File: src/rtl/instr_encoder_loader_if.sv
// Request and instruction-memory write bus for instr_encoder_loader.
// The slave modport is the encoder/loader side and the master modport is the requester/memory side.
interface instr_encoder_loader_if;
    logic        in_valid;
    logic        in_ready;
    logic [2:0]  fmt;
    logic [4:0]  rd;
    logic [4:0]  rs1;
    logic [4:0]  rs2;
    logic [2:0]  funct3;
    logic        funct7b5;
    logic [31:0] imm;
    logic        load_start;
    logic [31:0] start_addr;
    logic        im_we;
    logic        im_ready;
    logic [31:0] im_addr;
    logic [31:0] im_wdata;
    logic [15:0] words_written;
    logic        err;

    modport master (
        output in_valid, fmt, rd, rs1, rs2, funct3, funct7b5, imm,
               load_start, start_addr, im_ready,
        input  in_ready, im_we, im_addr, im_wdata, words_written, err
    );

    modport slave (
        input  in_valid, fmt, rd, rs1, rs2, funct3, funct7b5, imm,
               load_start, start_addr, im_ready,
        output in_ready, im_we, im_addr, im_wdata, words_written, err
    );
endinterface

File: src/rtl/instr_encoder_loader.sv
// RV32 instruction encoder feeding a 4-deep FIFO that streams words into instruction memory.
// Define ENC_IMM_CHECK_EN to reject requests whose immediate does not fit its encoding.
module instr_encoder_loader (
    input  logic                         clk,
    input  logic                         rst,
    instr_encoder_loader_if.slave        bus
);
    localparam logic [2:0] FMT_R    = 3'd0;
    localparam logic [2:0] FMT_I    = 3'd1;
    localparam logic [2:0] FMT_L    = 3'd2;
    localparam logic [2:0] FMT_JALR = 3'd3;
    localparam logic [2:0] FMT_B    = 3'd4;
    localparam logic [2:0] FMT_S    = 3'd5;
    localparam logic [2:0] FMT_JAL  = 3'd6;
    localparam logic [2:0] FMT_BAD  = 3'd7;

    function automatic logic [31:0] encode(
        input logic [2:0]  fmt,
        input logic [4:0]  rd,
        input logic [4:0]  rs1,
        input logic [4:0]  rs2,
        input logic [2:0]  f3,
        input logic        f7b5,
        input logic [31:0] imm
    );
        logic [31:0] w;
        case (fmt)
            FMT_R:    w = {1'b0, f7b5, 5'b00000, rs2, rs1, f3, rd, 7'b0110011};
            FMT_I: begin
                if (f3 == 3'b101) begin
                    w = {1'b0, f7b5, 5'b00000, imm[4:0], rs1, f3, rd, 7'b0010011};
                end else begin
                    w = {imm[11:0], rs1, f3, rd, 7'b0010011};
                end
            end
            FMT_L:    w = {imm[11:0], rs1, f3, rd, 7'b0000011};
            FMT_JALR: w = {imm[11:0], rs1, 3'b000, rd, 7'b1100111};
            FMT_B:    w = {imm[12], imm[10:5], rs2, rs1, f3, imm[4:1], imm[11], 7'b1100011};
            FMT_S:    w = {imm[11:5], rs2, rs1, f3, imm[4:0], 7'b0100011};
            FMT_JAL:  w = {imm[20], imm[10:1], imm[11], imm[19:12], rd, 7'b1101111};
            default:  w = 32'd0;
        endcase
        return w;
    endfunction

`ifdef ENC_IMM_CHECK_EN
    // Sign-extension test: all bits from the sign position upward must agree.
    function automatic logic imm_ok(input logic [2:0] fmt, input logic [2:0] f3, input logic [31:0] imm);
        logic ok;
        case (fmt)
            FMT_I: begin
                if (f3 == 3'b101) begin
                    ok = (imm[31:5] == 27'd0);
                end else begin
                    ok = (imm[31:11] == 21'd0) || (imm[31:11] == 21'h1FFFFF);
                end
            end
            FMT_L, FMT_JALR, FMT_S:
                ok = (imm[31:11] == 21'd0) || (imm[31:11] == 21'h1FFFFF);
            FMT_B:
                ok = ((imm[31:12] == 20'd0) || (imm[31:12] == 20'hFFFFF)) && (imm[0] == 1'b0);
            FMT_JAL:
                ok = ((imm[31:20] == 12'd0) || (imm[31:20] == 12'hFFF)) && (imm[0] == 1'b0);
            default:
                ok = 1'b1;
        endcase
        return ok;
    endfunction
`endif

    logic [31:0] mem_r [4];
    logic [1:0]  rd_ptr_r;
    logic [1:0]  wr_ptr_r;
    logic [2:0]  count_r;
    logic [31:0] im_addr_r;
    logic [15:0] words_written_r;
    logic        err_r;

    logic        accept_s;
    logic        reject_s;
    logic        push_s;
    logic        pop_s;
    logic [31:0] enc_word_s;

    // Outputs come straight from state; only in_ready also sees load_start.
    assign bus.in_ready      = (count_r != 3'd4) && !bus.load_start;
    assign bus.im_we         = (count_r != 3'd0);
    assign bus.im_wdata      = mem_r[rd_ptr_r];
    assign bus.im_addr       = im_addr_r;
    assign bus.words_written = words_written_r;
    assign bus.err           = err_r;

`ifndef ENC_IMM_CHECK_EN
    logic imm_unused_s;
    assign imm_unused_s = ^bus.imm[31:21];
`endif

    // Request acceptance, rejection and FIFO push/pop decisions.
    always_comb begin
        enc_word_s = encode(bus.fmt, bus.rd, bus.rs1, bus.rs2, bus.funct3, bus.funct7b5, bus.imm);
        accept_s   = bus.in_valid && bus.in_ready;
`ifdef ENC_IMM_CHECK_EN
        reject_s   = accept_s && ((bus.fmt == FMT_BAD) || !imm_ok(bus.fmt, bus.funct3, bus.imm));
`else
        reject_s   = accept_s && (bus.fmt == FMT_BAD);
`endif
        push_s     = accept_s && !reject_s;
        pop_s      = bus.im_we && bus.im_ready && !bus.load_start;
    end

    // FIFO storage, write address/counter and error pulse; load_start flushes and rebases.
    always_ff @(posedge clk) begin
        if (rst) begin
            for (int i = 0; i < 4; i++) begin
                mem_r[i] <= 32'd0;
            end
            rd_ptr_r        <= 2'd0;
            wr_ptr_r        <= 2'd0;
            count_r         <= 3'd0;
            im_addr_r       <= 32'd0;
            words_written_r <= 16'd0;
            err_r           <= 1'b0;
        end else if (bus.load_start) begin
            rd_ptr_r        <= 2'd0;
            wr_ptr_r        <= 2'd0;
            count_r         <= 3'd0;
            im_addr_r       <= bus.start_addr;
            words_written_r <= 16'd0;
            err_r           <= 1'b0;
        end else begin
            if (push_s) begin
                mem_r[wr_ptr_r] <= enc_word_s;
                wr_ptr_r        <= wr_ptr_r + 2'd1;
            end
            if (pop_s) begin
                rd_ptr_r        <= rd_ptr_r + 2'd1;
                im_addr_r       <= im_addr_r + 32'd4;
                words_written_r <= words_written_r + 16'd1;
            end
            case ({push_s, pop_s})
                2'b10:   count_r <= count_r + 3'd1;
                2'b01:   count_r <= count_r - 3'd1;
                default: count_r <= count_r;
            endcase
            err_r <= reject_s;
        end
    end
endmodule

File: src/flat_wrapper.sv
// flat-port wrapper written by rule: the top's interface ports become plain ports
module instr_encoder_loader_flat 
  (clk, rst, bus_in_valid, bus_fmt, bus_rd, bus_rs1, bus_rs2, bus_funct3, bus_funct7b5, bus_imm, bus_load_start, bus_start_addr, bus_im_ready, bus_in_ready, bus_im_we, bus_im_addr, bus_im_wdata, bus_words_written, bus_err);
  instr_encoder_loader_if bus_i ();
  input  logic clk;
  input  logic rst;
  input wire logic [$bits(bus_i.in_valid)-1:0] bus_in_valid;
  input wire logic [$bits(bus_i.fmt)-1:0] bus_fmt;
  input wire logic [$bits(bus_i.rd)-1:0] bus_rd;
  input wire logic [$bits(bus_i.rs1)-1:0] bus_rs1;
  input wire logic [$bits(bus_i.rs2)-1:0] bus_rs2;
  input wire logic [$bits(bus_i.funct3)-1:0] bus_funct3;
  input wire logic [$bits(bus_i.funct7b5)-1:0] bus_funct7b5;
  input wire logic [$bits(bus_i.imm)-1:0] bus_imm;
  input wire logic [$bits(bus_i.load_start)-1:0] bus_load_start;
  input wire logic [$bits(bus_i.start_addr)-1:0] bus_start_addr;
  input wire logic [$bits(bus_i.im_ready)-1:0] bus_im_ready;
  output wire logic [$bits(bus_i.in_ready)-1:0] bus_in_ready;
  output wire logic [$bits(bus_i.im_we)-1:0] bus_im_we;
  output wire logic [$bits(bus_i.im_addr)-1:0] bus_im_addr;
  output wire logic [$bits(bus_i.im_wdata)-1:0] bus_im_wdata;
  output wire logic [$bits(bus_i.words_written)-1:0] bus_words_written;
  output wire logic [$bits(bus_i.err)-1:0] bus_err;
  assign bus_i.in_valid = bus_in_valid;
  assign bus_i.fmt = bus_fmt;
  assign bus_i.rd = bus_rd;
  assign bus_i.rs1 = bus_rs1;
  assign bus_i.rs2 = bus_rs2;
  assign bus_i.funct3 = bus_funct3;
  assign bus_i.funct7b5 = bus_funct7b5;
  assign bus_i.imm = bus_imm;
  assign bus_i.load_start = bus_load_start;
  assign bus_i.start_addr = bus_start_addr;
  assign bus_i.im_ready = bus_im_ready;
  assign bus_in_ready = bus_i.in_ready;
  assign bus_im_we = bus_i.im_we;
  assign bus_im_addr = bus_i.im_addr;
  assign bus_im_wdata = bus_i.im_wdata;
  assign bus_words_written = bus_i.words_written;
  assign bus_err = bus_i.err;
  instr_encoder_loader u_core (.clk(clk), .rst(rst), .bus(bus_i));
endmodule
File: config.mk
export PLATFORM = sky130hd
export DESIGN_NAME = instr_encoder_loader_flat
export DESIGN_NICKNAME = d
export VERILOG_FILES = /design/src/rtl/instr_encoder_loader_if.sv /design/src/rtl/instr_encoder_loader.sv /design/src/flat_wrapper.sv
export SDC_FILE = /design/constraint.sdc
export NUM_CORES = 1
export LEC_CHECK = 0
export CORE_MARGIN = 2
export CORE_UTILIZATION = 35
export CTS_CLUSTER_DIAMETER = 60
export DETAILED_ROUTE_END_ITERATION = 10
export PLACE_DENSITY_LB_ADDON = 0.12
export SLEW_MARGIN = 20
export SYNTH_ARGS = -nofsm -noshare
export SYNTH_HDL_FRONTEND = slang
export SYNTH_SLANG_ARGS = --single-unit
File: constraint.sdc
create_clock -name clk -period 9.35 [get_ports clk]
set_clock_uncertainty 0.2 [all_clocks]
set_input_delay 2.805 -clock clk [delete_from_list [all_inputs] [get_ports clk]]
set_output_delay 2.805 -clock clk [all_outputs]
set_load 0.02 [all_outputs]
==> flow_summary.html <==
<table>
<tr><th>Metric</th><th>Value</th></tr>
<tr><th colspan="2">Run status</th></tr>
<tr><td>Run status</td><td>finished, final reports clean</td></tr>
<tr><th colspan="2">Global routing</th></tr>
<tr><td>Initial antenna violation count</td><td>3</td></tr>
<tr><td>Wire length of the first global-routing pass</td><td>36380 um</td></tr>
<tr><td>Maximum number of pins on one net before global-route repair</td><td>53</td></tr>
<tr><td>Grt ovf</td><td>0</td></tr>
<tr><td>Gr usage total</td><td>0.1815</td></tr>
<tr><td>Via count of the first global-routing pass</td><td>6420</td></tr>
<tr><th colspan="2">Clocking</th></tr>
<tr><td>Post CTS Setup Buffer Count</td><td>0</td></tr>
<tr><td>CTS-repair resized insts</td><td>0</td></tr>
<tr><td>H-tree levels</td><td>4</td></tr>
<tr><td>CTS buffer count</td><td>17</td></tr>
<tr><td>Total clock sinks</td><td>182</td></tr>
<tr><td>Root Buffer</td><td>sky130_fd_sc_hd__clkbuf_16</td></tr>
<tr><td>Latest clock arrival within the worst-skew pair</td><td>0.43 ns</td></tr>
<tr><td>Bufs on Longest Clock Path</td><td>2</td></tr>
<tr><td>Number of buffers inserted by hold repair at cts</td><td>0</td></tr>
<tr><td>TritonCTS clock tree</td><td>yes</td></tr>
<tr><td>Clock transition at path regs</td><td>0.08 ns</td></tr>
<tr><th colspan="2">Setup path</th></tr>
<tr><td>Crit-path max FO</td><td>28</td></tr>
<tr><td>Data arrival time of the critical path</td><td>4.25 ns</td></tr>
<tr><td>Startpoint-to-endpoint class of the critical path</td><td>input port to output pin</td></tr>
<tr><td>Cell-by-cell listing of the critical path</td><td>clkdlybuf4s50_1 -&gt; buf_4 -&gt; nor2_1 -&gt; clkdlybuf4s50_1</td></tr>
<tr><td>Largest stage delay on the critical path</td><td>0.57 ns</td></tr>
<tr><td>Register-to-register setup slack</td><td>5.86 ns</td></tr>
<tr><td>Most frequent cell on the critical path</td><td>sky130_fd_sc_hd__clkdlybuf4s50_1</td></tr>
<tr><td>Library cell contributing the largest single delay on the critical path</td><td>sky130_fd_sc_hd__clkdlybuf4s50_1</td></tr>
<tr><td>Crit path capture type</td><td>output pin</td></tr>
<tr><td>Startpoint type of the worst setup path</td><td>input port</td></tr>
<tr><td>Required time worst endpoint</td><td>6.35 ns</td></tr>
<tr><th colspan="2">Synth</th></tr>
<tr><td>Dominant combinational cell family by area after synthesis</td><td>simple AND/OR/NAND/NOR gates</td></tr>
<tr><td>Number of different library cells in the post-synthesis netlist</td><td>61</td></tr>
<tr><td>Number of flip-flops and latches in the synthesized netlist</td><td>182</td></tr>
<tr><td>Post-synth design cell area</td><td>8607 um^2</td></tr>
<tr><td>Syn nets</td><td>853</td></tr>
<tr><td>Ys flop type</td><td>sky130_fd_sc_hd__edfxtp_1</td></tr>
<tr><td>Number of flops mapped to enable cells by yosys</td><td>124</td></tr>
<tr><td>Share of synthesized cell area in full adder, half adder and majority cells</td><td>0.006687</td></tr>
<tr><td>Instance count of the mapped netlist</td><td>758</td></tr>
<tr><td>Basic-gate share of the synthesized area counting and, or, nand and nor cells</td><td>0.1933</td></tr>
<tr><td>Seq/Total Area, Yosys</td><td>0.5675</td></tr>
<tr><td>Proportion of register bits with asynchronous set or reset after synthesis</td><td>0</td></tr>
<tr><td>XOR/XNOR share of the synthesized area</td><td>0.02646</td></tr>
<tr><td>Syn avg cell area</td><td>11.35 um^2</td></tr>
<tr><td>YS warnings</td><td>0</td></tr>
<tr><td>Post-synthesis mux area share</td><td>0.08722</td></tr>
<tr><td>Compound-gate portion of the synthesized area</td><td>0.08141</td></tr>
<tr><th colspan="2">Hold path</th></tr>
<tr><td>Tightest Hold Check Type</td><td>register to register</td></tr>
<tr><th colspan="2">Layout</th></tr>
<tr><td>Nets</td><td>1005</td></tr>
<tr><td>Area Growth Syn to Fin</td><td>29.18%</td></tr>
<tr><td>Layout cells sized above 1</td><td>0.09859</td></tr>
<tr><td>Cell area after layout</td><td>11120 um^2</td></tr>
<tr><th colspan="2">Drt</th></tr>
<tr><td>Routed WL per cell</td><td>18.56 um</td></tr>
<tr><td>Iteration count of the initial detailed-routing pass</td><td>5</td></tr>
<tr><td>Routed wire length</td><td>23170 um</td></tr>
<tr><td>Residual DRC count</td><td>0</td></tr>
<tr><td>Vias after detailed routing</td><td>6509</td></tr>
<tr><td>Via density</td><td>5.216</td></tr>
<tr><td>Number of nets still failing antenna checks after routing</td><td>0</td></tr>
<tr><td>Number of design-rule violations left by the first detailed-router iteration</td><td>377</td></tr>
<tr><th colspan="2">Timing</th></tr>
<tr><td>RSZ-0062 raised after global routing</td><td>false</td></tr>
<tr><td>TNS Setup</td><td>0 ns</td></tr>
<tr><td>Final hold violations</td><td>0</td></tr>
<tr><td>Max transition margin</td><td>0.3851</td></tr>
<tr><td>Final count of pins violating max slew</td><td>0</td></tr>
<tr><td>Post-route fraction of the period consumed by the critical path</td><td>0.7764</td></tr>
<tr><td>Highest clock rate</td><td>137.8 MHz</td></tr>
<tr><td>Final setup violation count</td><td>0</td></tr>
<tr><td>Slew at the pin closest to its max-slew limit</td><td>0.9139 ns</td></tr>
<tr><td>Minimum period implied by the final worst setup slack</td><td>7.259 ns</td></tr>
<tr><th colspan="2">Placement</th></tr>
<tr><td>Placer's final routability congestion estimate</td><td>0.7750</td></tr>
<tr><td>Placement Cell Area</td><td>10560 um^2</td></tr>
<tr><td>Quantity of I/O buffers inserted on ports</td><td>162</td></tr>
<tr><td>Final HPWL DP</td><td>14970 um</td></tr>
<tr><th colspan="2">Power</th></tr>
<tr><td>Power Dens Cells</td><td>161.9 nW/um^2</td></tr>
<tr><td>Power consumption</td><td>1.800 mW</td></tr>
<tr><td>Maximum resistive drop on vdd</td><td>113.4 uV</td></tr>
<tr><td>Leakage power</td><td>3.791 nW</td></tr>
<tr><th colspan="2">Floorplan</th></tr>
<tr><td>FP Rows</td><td>57</td></tr>
<tr><td>Height of the die</td><td>160.8 um</td></tr>
<tr><td>Die width</td><td>160.8 um</td></tr>
<tr><td>Area of the core</td><td>24250 um^2</td></tr>
<tr><td>Number of top-level design ports</td><td>174</td></tr>
<tr><td>Total Die Area</td><td>25860 um^2</td></tr>
<tr><td>Effective utilization at floorplan</td><td>0.3550</td></tr>
<tr><th colspan="2">Job</th></tr>
<tr><td>Max-cap violations</td><td>0</td></tr>
</table>
==> kinds of logic after synthesis <==
group / Yosys count
buf+inv: 76
compound gates: 101
mux: 36
xor+xnor: 26
flops: 182
fa+ha+maj: 4
simple gates: 333
==> power by group <==
part,switching (mW),internal [mW],total (mW)
logic,0.106,0.0939,0.200
registers,0.0211,0.892,0.913
clock network,0.335,0.353,0.688
total,0.462,1.34,1.80
==> sequential cells by signal, summed over array words and instances (netlist names), named ones only <==
name,cells
u_core.bus.err,1
u_core.rd_ptr_r,2
u_core.mem_r,124
u_core.bus.words_written,16
u_core.bus.im_addr,32
u_core.wr_ptr_r,2
u_core.count_r,3
==> stage by stage <==
| step | setup slack, ns | util | cells | hold WS [ns] |
|---|---|---|---|---|
| 2_1_floorplan | 2.809 | - | 758 | 0.2847 |
| 3_3_place_gp | 2.095 | 0.4354 | 1215 | 0.2770 |
| 3_5_place_dp | 2.101 | 0.4354 | 1215 | 0.2767 |
| 4_1_cts | 2.094 | 0.4584 | 1247 | 0.2878 |
| 5_1_grt | 2.024 | 0.4584 | 1247 | 0.3347 |
| 6_report | 2.091 | 0.4585 | 1248 | 0.2851 |
==> critical path: cells and delay by family <==
family / cells / cell delay, ns
buffers and inverters: 3 / 1.34
and+or+nand+nor: 1 / 0.10
==> layer usage <==
metal	share of wire	vias to the layer above	routed length, um	GRT usage
met1	0.46	3161	10770	0.2394
met2	0.46	181	10620	0.2990
li1	-	3152	-	-
met4	0.0077	2	179	0.04221
met5	0.00047	-	11	0
met3	0.068	13	1583	0.05088
==> cell usage in the layout, fill, tap and decap left out, types with 3 or more instances in the layout <==
master	count
sky130_fd_sc_hd__and2_1	9
sky130_fd_sc_hd__clkbuf_16	17
sky130_fd_sc_hd__inv_6	4
sky130_fd_sc_hd__mux4_2	31
sky130_fd_sc_hd__edfxtp_1	124
sky130_fd_sc_hd__nor3b_1	7
sky130_fd_sc_hd__a21oi_1	14
sky130_fd_sc_hd__nor3_1	13
sky130_fd_sc_hd__ha_1	3
sky130_fd_sc_hd__dfxtp_1	57
sky130_fd_sc_hd__xnor2_1	18
sky130_fd_sc_hd__nand3_1	28
sky130_fd_sc_hd__a32oi_1	3
sky130_fd_sc_hd__o21ai_0	22
sky130_fd_sc_hd__inv_1	30
sky130_fd_sc_hd__and4_1	8
sky130_fd_sc_hd__a311oi_1	8
sky130_fd_sc_hd__nand4_1	18
sky130_fd_sc_hd__or4_1	13
sky130_fd_sc_hd__mux2i_1	3
sky130_fd_sc_hd__nand3b_1	6
sky130_fd_sc_hd__clkdlybuf4s50_1	162
sky130_fd_sc_hd__o31ai_1	11
sky130_fd_sc_hd__nor4_1	16
sky130_fd_sc_hd__nor2b_1	10
sky130_fd_sc_hd__a31oi_1	4
sky130_fd_sc_hd__or3_1	5
sky130_fd_sc_hd__nor2_1	151
sky130_fd_sc_hd__nand2_1	31
sky130_fd_sc_hd__xor2_1	8
sky130_fd_sc_hd__buf_4	17
sky130_fd_sc_hd__and3_1	4
sky130_fd_sc_hd__a211oi_1	12
sky130_fd_sc_hd__nand2b_1	6
sky130_fd_sc_hd__inv_8	5
sky130_fd_sc_hd__a22oi_1	9
==> cell usage after synthesis, drive strengths merged, types with 10 or more instances <==
master | n | area [um^2]
nand2 | 31 | 116.4
or4 | 14 | 106.4
nor2b | 10 | 62.56
a211oi | 12 | 90.09
clkbuf | 34 | 131.4
nand4 | 19 | 125.1
o21ai | 23 | 115.1
nor4 | 16 | 100.1
edfxtp | 124 | 3724
o31ai | 11 | 82.58
dfxtp | 58 | 1161
mux4 | 31 | 698.2
nor3 | 14 | 81.33
xnor2 | 18 | 157.7
nand3 | 28 | 140.1
buf | 11 | 68.81
a21oi | 14 | 70.07
nor2 | 151 | 566.8
inv | 30 | 112.6
==> layout make-up <==
class / count / area, um^2
Multi-Input combinational cell: 500 / 3405
Tap cell: 324 / 405.4
Antenna cell: 1 / 2.502
Fill cell: 2293 / 13130
Inverter: 30 / 112.6
Timing Repair Buffer: 179 / 1749
Clock inverter: 14 / 128.9
Sequential cell: 182 / 4886
Clock buffer: 18 / 429.2
==> worst paths after layout <==
check	startpoint	endpoint	cells past startpoint
setup / recovery	bus_load_start	bus_in_ready	4
hold / removal	u_core.bus.words_written[15]	u_core.bus.words_written[15]	2
setup reg to reg	u_core.count_r[0]	u_core.mem_r[0][11]	6
hold reg to reg	u_core.bus.words_written[15]	u_core.bus.words_written[15]	2
Note: power is estimated with default switching activity, not from simulation.
